--- config.mk ---
export PLATFORM = sky130hd
export DESIGN_NAME = traffic_light_fsm
export DESIGN_NICKNAME = d
export VERILOG_FILES = /design/src/rtl/traffic_pkg.sv /design/src/rtl/tick_dwell_counter.sv /design/src/rtl/traffic_light_fsm.sv
export SDC_FILE = /design/constraint.sdc
export NUM_CORES = 1
export LEC_CHECK = 0
export BUFFER_PORTS_ARGS = -buffer_cell sky130_fd_sc_hd__buf_2
export CAP_MARGIN = 40
export CORE_MARGIN = 10
export CORE_UTILIZATION = 55
export DETAILED_ROUTE_END_ITERATION = 10
export GPL_TIMING_DRIVEN = 0
export PLACE_DENSITY = 0.75
export SYNTH_ARGS = -nofsm -noshare
export SYNTH_HDL_FRONTEND = slang
export SYNTH_SLANG_ARGS = --single-unit
--- constraint.sdc ---
create_clock -name clk -period 3.95 [get_ports clk]
set_input_delay 0.79 -clock clk [delete_from_list [all_inputs] [get_ports clk]]
set_output_delay 0.79 -clock clk [all_outputs]
set_load 0.02 [all_outputs]
--- src/rtl/traffic_pkg.sv ---
// Shared types and lamp decode for the two-way traffic light controller.
package traffic_pkg;

    localparam int LIGHT_W = 2;

    typedef enum logic [2:0] {
        ALLRED_A  = 3'd0,
        NS_GREEN  = 3'd1,
        NS_YELLOW = 3'd2,
        ALLRED_B  = 3'd3,
        EW_GREEN  = 3'd4,
        EW_YELLOW = 3'd5,
        WALK      = 3'd6
    } state_e;

    typedef enum logic [LIGHT_W-1:0] {
        RED    = 2'b00,
        YELLOW = 2'b01,
        GREEN  = 2'b10
    } light_e;

    // North-south lamp colour shown in a given phase; RED everywhere else.
    function automatic light_e ns_lamp(input state_e s);
        light_e l;
        case (s)
            NS_GREEN:  l = GREEN;
            NS_YELLOW: l = YELLOW;
            default:   l = RED;
        endcase
        return l;
    endfunction

    // East-west lamp colour shown in a given phase; RED everywhere else.
    function automatic light_e ew_lamp(input state_e s);
        light_e l;
        case (s)
            EW_GREEN:  l = GREEN;
            EW_YELLOW: l = YELLOW;
            default:   l = RED;
        endcase
        return l;
    endfunction

endpackage

--- src/rtl/tick_dwell_counter.sv ---
// Counts ticks spent in the current phase and flags the tick that ends it.
module tick_dwell_counter #(
    parameter int CNT_W = 8
) (
    input  logic             clk,
    input  logic             rst,
    input  logic             tick,
    input  logic [CNT_W-1:0] dur,
    output logic             expire
);

    localparam logic [CNT_W-1:0] ONE  = CNT_W'(1);
    localparam logic [CNT_W-1:0] ZERO = CNT_W'(0);

    logic [CNT_W-1:0] dwell_r;

    // The last tick of a phase is the one where dwell has reached dur-1.
    assign expire = tick && (dwell_r == (dur - ONE));

    // Advance dwell on each tick and restart it at zero when the phase ends.
    always_ff @(posedge clk or posedge rst) begin
        if (rst) begin
            dwell_r <= ZERO;
        end else if (tick) begin
            if (expire) begin
                dwell_r <= ZERO;
            end else begin
                dwell_r <= dwell_r + ONE;
            end
        end else begin
            dwell_r <= dwell_r;
        end
    end

endmodule

--- src/rtl/traffic_light_fsm.sv ---
// Tick-paced two-way intersection controller with a pedestrian WALK phase.
module traffic_light_fsm
    import traffic_pkg::*;
#(
    parameter int GREEN_TICKS  = 5,
    parameter int YELLOW_TICKS = 2,
    parameter int ALLRED_TICKS = 1,
    parameter int WALK_TICKS   = 3,
    parameter int CNT_W        = 8
) (
    input  logic               clk,
    input  logic               rst,
    input  logic               tick,
    input  logic               ped_btn,
    output logic [LIGHT_W-1:0] ns_light,
    output logic [LIGHT_W-1:0] ew_light,
    output logic               walk,
    output logic               phase_done
);

    state_e           state_r;
    state_e           next_s;
    logic [CNT_W-1:0] dur_s;
    logic             expire_s;
    logic             enter_walk_s;
    logic             ped_pending_r;
    logic             next_ns_r;

    tick_dwell_counter #(.CNT_W(CNT_W)) u_dwell (
        .clk    (clk),
        .rst    (rst),
        .tick   (tick),
        .dur    (dur_s),
        .expire (expire_s)
    );

    // Length in ticks of the phase currently held in the state register.
    always_comb begin
        dur_s = CNT_W'(ALLRED_TICKS);
        case (state_r)
            NS_GREEN, EW_GREEN:   dur_s = CNT_W'(GREEN_TICKS);
            NS_YELLOW, EW_YELLOW: dur_s = CNT_W'(YELLOW_TICKS);
            WALK:                 dur_s = CNT_W'(WALK_TICKS);
            default:              dur_s = CNT_W'(ALLRED_TICKS);
        endcase
    end

    // Phase sequencing; a pending request diverts an expiring all-red into WALK.
    always_comb begin
        next_s = state_r;
        case (state_r)
            ALLRED_A: begin
                if (expire_s) next_s = ped_pending_r ? WALK : NS_GREEN;
                else          next_s = state_r;
            end
            NS_GREEN: begin
                if (expire_s) next_s = NS_YELLOW;
                else          next_s = state_r;
            end
            NS_YELLOW: begin
                if (expire_s) next_s = ALLRED_B;
                else          next_s = state_r;
            end
            ALLRED_B: begin
                if (expire_s) next_s = ped_pending_r ? WALK : EW_GREEN;
                else          next_s = state_r;
            end
            EW_GREEN: begin
                if (expire_s) next_s = EW_YELLOW;
                else          next_s = state_r;
            end
            EW_YELLOW: begin
                if (expire_s) next_s = ALLRED_A;
                else          next_s = state_r;
            end
            WALK: begin
                if (expire_s) next_s = next_ns_r ? NS_GREEN : EW_GREEN;
                else          next_s = state_r;
            end
            default: next_s = ALLRED_A;
        endcase
    end

    assign enter_walk_s = (next_s == WALK) && (state_r != WALK);

    // State, request bookkeeping and lamp outputs registered from the next state.
    always_ff @(posedge clk or posedge rst) begin
        if (rst) begin
            state_r       <= ALLRED_A;
            ped_pending_r <= 1'b0;
            next_ns_r     <= 1'b1;
            ns_light      <= RED;
            ew_light      <= RED;
            walk          <= 1'b0;
            phase_done    <= 1'b0;
        end else begin
            state_r    <= next_s;
            ns_light   <= ns_lamp(next_s);
            ew_light   <= ew_lamp(next_s);
            walk       <= (next_s == WALK);
            phase_done <= (next_s != state_r);

            if ((state_r == WALK) || enter_walk_s) begin
                ped_pending_r <= 1'b0;
            end else if (ped_btn) begin
                ped_pending_r <= 1'b1;
            end else begin
                ped_pending_r <= ped_pending_r;
            end

            if (enter_walk_s) begin
                next_ns_r <= (state_r == ALLRED_A);
            end else begin
                next_ns_r <= next_ns_r;
            end
        end
    end

endmodule

Word-level counts from Yosys, hierarchy flattened
Cells that the tools add are included.
{ "totals": {"out_inout_bits": 6, "wordCells": 48, "inputBits": 4, "ff_bits": 19} }
{ "classes": {"add_sub_neg": 2, "n_mux": 17, "n_reduce_logical": 7, "n_eq_ne": 14} }
{ "ops": {"columns": ["cell", "n"], "rows": [
  ["3-bit two-way mux", 9],
  ["3-bit one-hot mux with 7 select lines", 1],
  ["3-bit == test (second input constant)", 6],
  ["3-bit by 2-bit == test with 1-bit output (second input constant)", 3],
  ["3-bit one-hot mux with 3 select lines", 1],
  ["8-bit by 1-bit adder with 8-bit output (second input constant)", 1],
  ["8-bit == test", 1],
  ["8-bit two-way mux", 1],
  ["2-bit one-hot mux with 2 select lines", 2],
  ["3-bit by 1-bit == test with 1-bit output (second input constant)", 2],
  ["2-bit OR reduction", 2],
  ["3-bit by 1-bit subtractor with 4-bit output (second input constant)", 1],
  ["3-bit logical NOT", 1],
  ["3-bit inequality test", 1],
  ["3-bit inequality test (second input constant)", 1],
  ["1-bit logical AND", 2],
  ["1-bit two-way mux", 2],
  ["2-bit two-way mux", 1],
  ["2-bit nonzero test", 1],
  ["1-bit logical OR", 1]
]} }

Longest topological paths before layout
{ "depth": {"ltp_word": 12, "ltp_mapped": 8, "ltp_nobuf": 6} }

Cells and area by module
A second synthesis with hierarchy kept.
{ "hier_totals": {"hier_cells": 142, "area_unflattened_um2": 1266.2} }
{ "by_module_without_submodules": {"columns": ["module", "seq_area_each_um2", "n_inst", "area_per_inst_um2", "cells_per_inst"], "rows": [
  ["tick_dwell_counter", 200.2, 1, 669.4, 76],
  ["traffic_light_fsm", 276.5, 1, 596.8, 66]
]} }

Worst setup path before layout
No wires, ideal clock.
{ "synth_timing": {"kind": "flip-flop to flip-flop", "from": "register u_dwell.dwell_r[7]", "to": "register ew_light[1]", "stages_incl_launch_ff": 7, "required_ns": 3.855, "period_less_slack_ns": 2.034, "setup_slack_ns": 1.916, "arrival_ns": 1.938, "path_buffers": 1, "setup_time_ns": 0.095, "path_cell_list": "dfrtp_1 > or4_4 > nor3b_2 > o2111a_1 > buf_4 > mux2_2 > o31ai_1"} }
{ "synth_via": {"elab_chain_cells": 6, "word_cells_on_any_way": 13, "cone_classes": "3 x eq/ne; 9 x mux; 1 x reduce/logical"} }
{ "synth_rtl": {"columns": ["item", "line", "source"], "rows": [
  ["start: declaration", "tick_dwell_counter.sv:15", "logic [CNT_W-1:0] dwell_r;"],
  ["start signal: assignment", "tick_dwell_counter.sv:28", "dwell_r <= dwell_r + ONE;"],
  ["start signal: assignment", "tick_dwell_counter.sv:31", "dwell_r <= dwell_r;"],
  ["8-bit == test *", "tick_dwell_counter.sv:18", "assign expire = tick && (dwell_r == (dur - ONE));"],
  ["1-bit logical AND *", "tick_dwell_counter.sv:18", null],
  ["3-bit two-way mux, or another cell as far along", "traffic_light_fsm.sv:77", "if (expire_s) next_s = next_ns_r ? NS_GREEN : EW_GREEN;"],
  ["3-bit one-hot mux with 7 select lines *", "traffic_light_fsm.sv:51", "case (state_r)"],
  ["3-bit == test", "traffic_pkg.sv:36", "case (s)"],
  ["2-bit one-hot mux with 2 select lines *", "traffic_pkg.sv:36", null],
  ["end signal: assignment", "traffic_light_fsm.sv:99", "ew_light <= ew_lamp(next_s);"],
  ["end: declaration", "traffic_light_fsm.sv:16", "output logic [LIGHT_W-1:0] ew_light,"]
]} }
Every way passes the cells marked *; elsewhere a longest branch is shown, timed or not.
A chain may end at the register's enable or synchronous reset.

Worst setup path after layout
{ "layout_timing": {"from": "register u_dwell.dwell_r[6]", "to": "register ew_light[1]"} }
Same word-level chain as after synthesis.

==> impl_metrics.toml <==
[outcome]
status = "complete, no violations"

[cells_and_area]
final_cell_count_no_fill = 139
synthToLayoutAreaGrowth_pct = 10.07
diodes = 0
drive_gt1_share_pct = 21.93
fin_nets = 120

[setup_path]
crit_type = "reg2reg"
rrSetupSlack_ns = 1.77
end_kind = "register"
required_ns = 4.17
worstSetupStartpointType = "register"
worstPathMaxFanout = 7
arrival_ns = 2.39

[cts]
htreeDepth = 1
clk_latency_ns = 0.30
post_cts_buffers = 0
cts.repair.resized = 0
cts_tree = "yes"
ctsHoldBuffers = 0
cts_made_buffers = 3
clk_path_buf_depth = 2
clockRootBuffer = "clkbuf_4"
cts_sinks = 19
cts.reportedPaths.clkPinSlew_ns = 0.12

[global_routing]
grtUsageTotal_pct = 10.89
grt_max_degree = 20
grt_pass1_wl_um = 3643
grt_antenna_before_repair = 0
grt_overflow = 0
grt_pass1_vias = 794

[routing]
drt_first_pass_iters = 4
avgViaCountPerCell = 5.633
wire_per_inst_um = 14.77
first_iter_violations = 19
drtAntennaViolNets = 0
finalWirelength_um = 2053
vias = 783
drc = 0

[sta]
max_freq_ghz = 0.4596
hold_violations = 0
worst_pin_slew_ns = 0.7065
finalMaxSlewViolations = 0
fin_tns_setup_ns = 0
rsz0062_at_grt = "no"
clock_skew_ns = 0.006035
min_period_over_period_pct = 55.08
finalSetupViolations = 0
max_slew_margin_pct = 52.85
min_period_ns = 2.176

[hold_path]
hold_class = "reg2reg"

[synth]
ys.flop_type = "dfrtp_1"
synth_compound_area_share_pct = 16.14
synth_xor_area_share_pct = 6.796
synth_simple_gate_area_share_pct = 19.05
syn_avg_cell_area_um2 = 10.21
ys_ff_latch = 19
synth_area_leader_cell = "dfrtp_1"
syn_area_mm2 = 0.001031
yosysSeqAreaShare_pct = 46.24
synth_top_family_by_area = "simple AND/OR/NAND/NOR gates"
synth_cells = 101
yosys.area_share.adder_pct = 1.214
syn-num-nets = 106
yosys-top-cells-area = "dfrtp_1 44%, mux2i_1 3.9%, nand2_1 3.6%"
synth_edf_count = 0
synth_top_area_share_pct = 43.69
synth_mux_area_share_pct = 6.068
ys.warnings.count = 0
async_flop_share_pct = 100.0
synth.distinct_cells = 37

[place]
dp_hpwl_um = 1446
globalplace.congestion = 0.7820
dp.cells = 135
io_buffers = 9

[floorplan]
die_y_um = 63.30
die_x_um = 63.30
start_util_pct = 59.07
die_area_mm2 = 0.004006
core_area_mm2 = 0.001745
io_pins = 10
row_count = 15

[job]
maxCapViolCount = 0

[pwr]
p_per_area_mw_per_mm2 = 631.4
ir_worst_vdd_uv = 291.4
p_leak_nw = 0.4971
## metal layers
layer / global-route usage, % / share of wire, %
met1: 13.47 / 47
met2: 17.39 / 46
met3: 2.650 / 5.8
met4: 4.918 / 1.3
met5: 0 / 0
## cell type report
| cell class | count | area (µm²) |
|---|---|---|
| fillers | 144 | 610.6 |
| multi-input cells | 73 | 508.0 |
| flip-flops and latches | 19 | 476.7 |
| repair buffers | 9 | 45.04 |
| plain buffers | 6 | 35.03 |
| well taps | 25 | 31.28 |
| clock buffers | 3 | 22.52 |
| inverters | 3 | 11.26 |
| clock inverters | 1 | 5.005 |
## synth_stat cells (all sizes together), types with 4 or more instances
master / count
nor2b: 5
a21oi: 5
xnor2: 4
nor2: 6
nand2: 10
nand2b: 4
mux2i: 4
dfrtp: 18
xor2: 4
## final timing paths
path | start | end | cells past startpoint
worst max-delay path | u_dwell.dwell_r[6] | ew_light[1] | 6
worst min-delay path | u_dwell.dwell_r[7] | u_dwell.dwell_r[7] | 1
worst max register to register | u_dwell.dwell_r[6] | ew_light[1] | 6
worst min register to register | u_dwell.dwell_r[7] | u_dwell.dwell_r[7] | 1
max in group asynchronous | rst | ew_light[0] | 2
min in group asynchronous | rst | state_r[1] | 2
## critical path: stages, from the launching register on
cell	delay [ns]
dfrtp_1	0.42
or4_4	0.52
nor3b_2	0.25
o2111a_1	0.21
buf_4	0.15
mux2_2	0.34
o31ai_1	0.20
## registers in the layout (all words and copies together) (netlist names)
signal / cells
ew_light: 2
next_ns_r: 1
ns_light: 2
ped_pending_r: 1
phase_done: 1
state_r: 3
u_dwell.dwell_r: 8
walk: 1
## placed cells by master, fill, tap and decap left out, types with 2 or more instances in the layout
| cell type | count |
|---|---|
| xnor2_1 | 4 |
| o31ai_1 | 3 |
| nand2_1 | 10 |
| o221a_2 | 2 |
| nor2_1 | 6 |
| xor2_1 | 4 |
| clkbuf_4 | 3 |
| nand3_1 | 2 |
| o21ai_0 | 3 |
| a21oi_1 | 5 |
| nand4_1 | 2 |
| nand2b_1 | 4 |
| mux2_2 | 2 |
| clkbuf_1 | 3 |
| inv_1 | 3 |
| nor2b_1 | 5 |
| mux2i_1 | 4 |
| dfrtp_1 | 18 |
| buf_2 | 10 |
| or3_1 | 2 |
## kinds of logic after synthesis
family                     count (synthesis)
and+or+nand+nor                           36
DFF                                       19
muxes                                      6
xor gates and xnor gates                   8
buffers and inverters                      9
AOI/OAI and AO/OA                         22
adders and majority gates                  1
## where the power goes
part	switching, W	leakage, nW	internal (W)	total, W
registers	0.0000576	0.237	0.000247	0.000305
clock network	0.0000635	0.0177	0.0000377	0.000101
logic	0.000172	0.242	0.000138	0.000310
## stage by stage
step / hold WS (ns) / power [W] / cell area [µm²] / util (%) / setup slack, ns
floorplan: 0.4464 / 0.0005431 / 1031 / - / 1.916
global placement: 0.4702 / 0.0006010 / 1107 / 63.44 / 1.792
detailed placement: 0.4692 / 0.0006151 / 1107 / 63.44 / 1.788
CTS: 0.4879 / 0.0007168 / 1135 / 65.02 / 1.754
global route: 0.5446 / 0.0007730 / 1135 / 65.02 / 1.628
finish: 0.4819 / 0.0007165 / 1135 / 65.02 / 1.774
No activity file was read; power rests on OpenSTA's default activity.
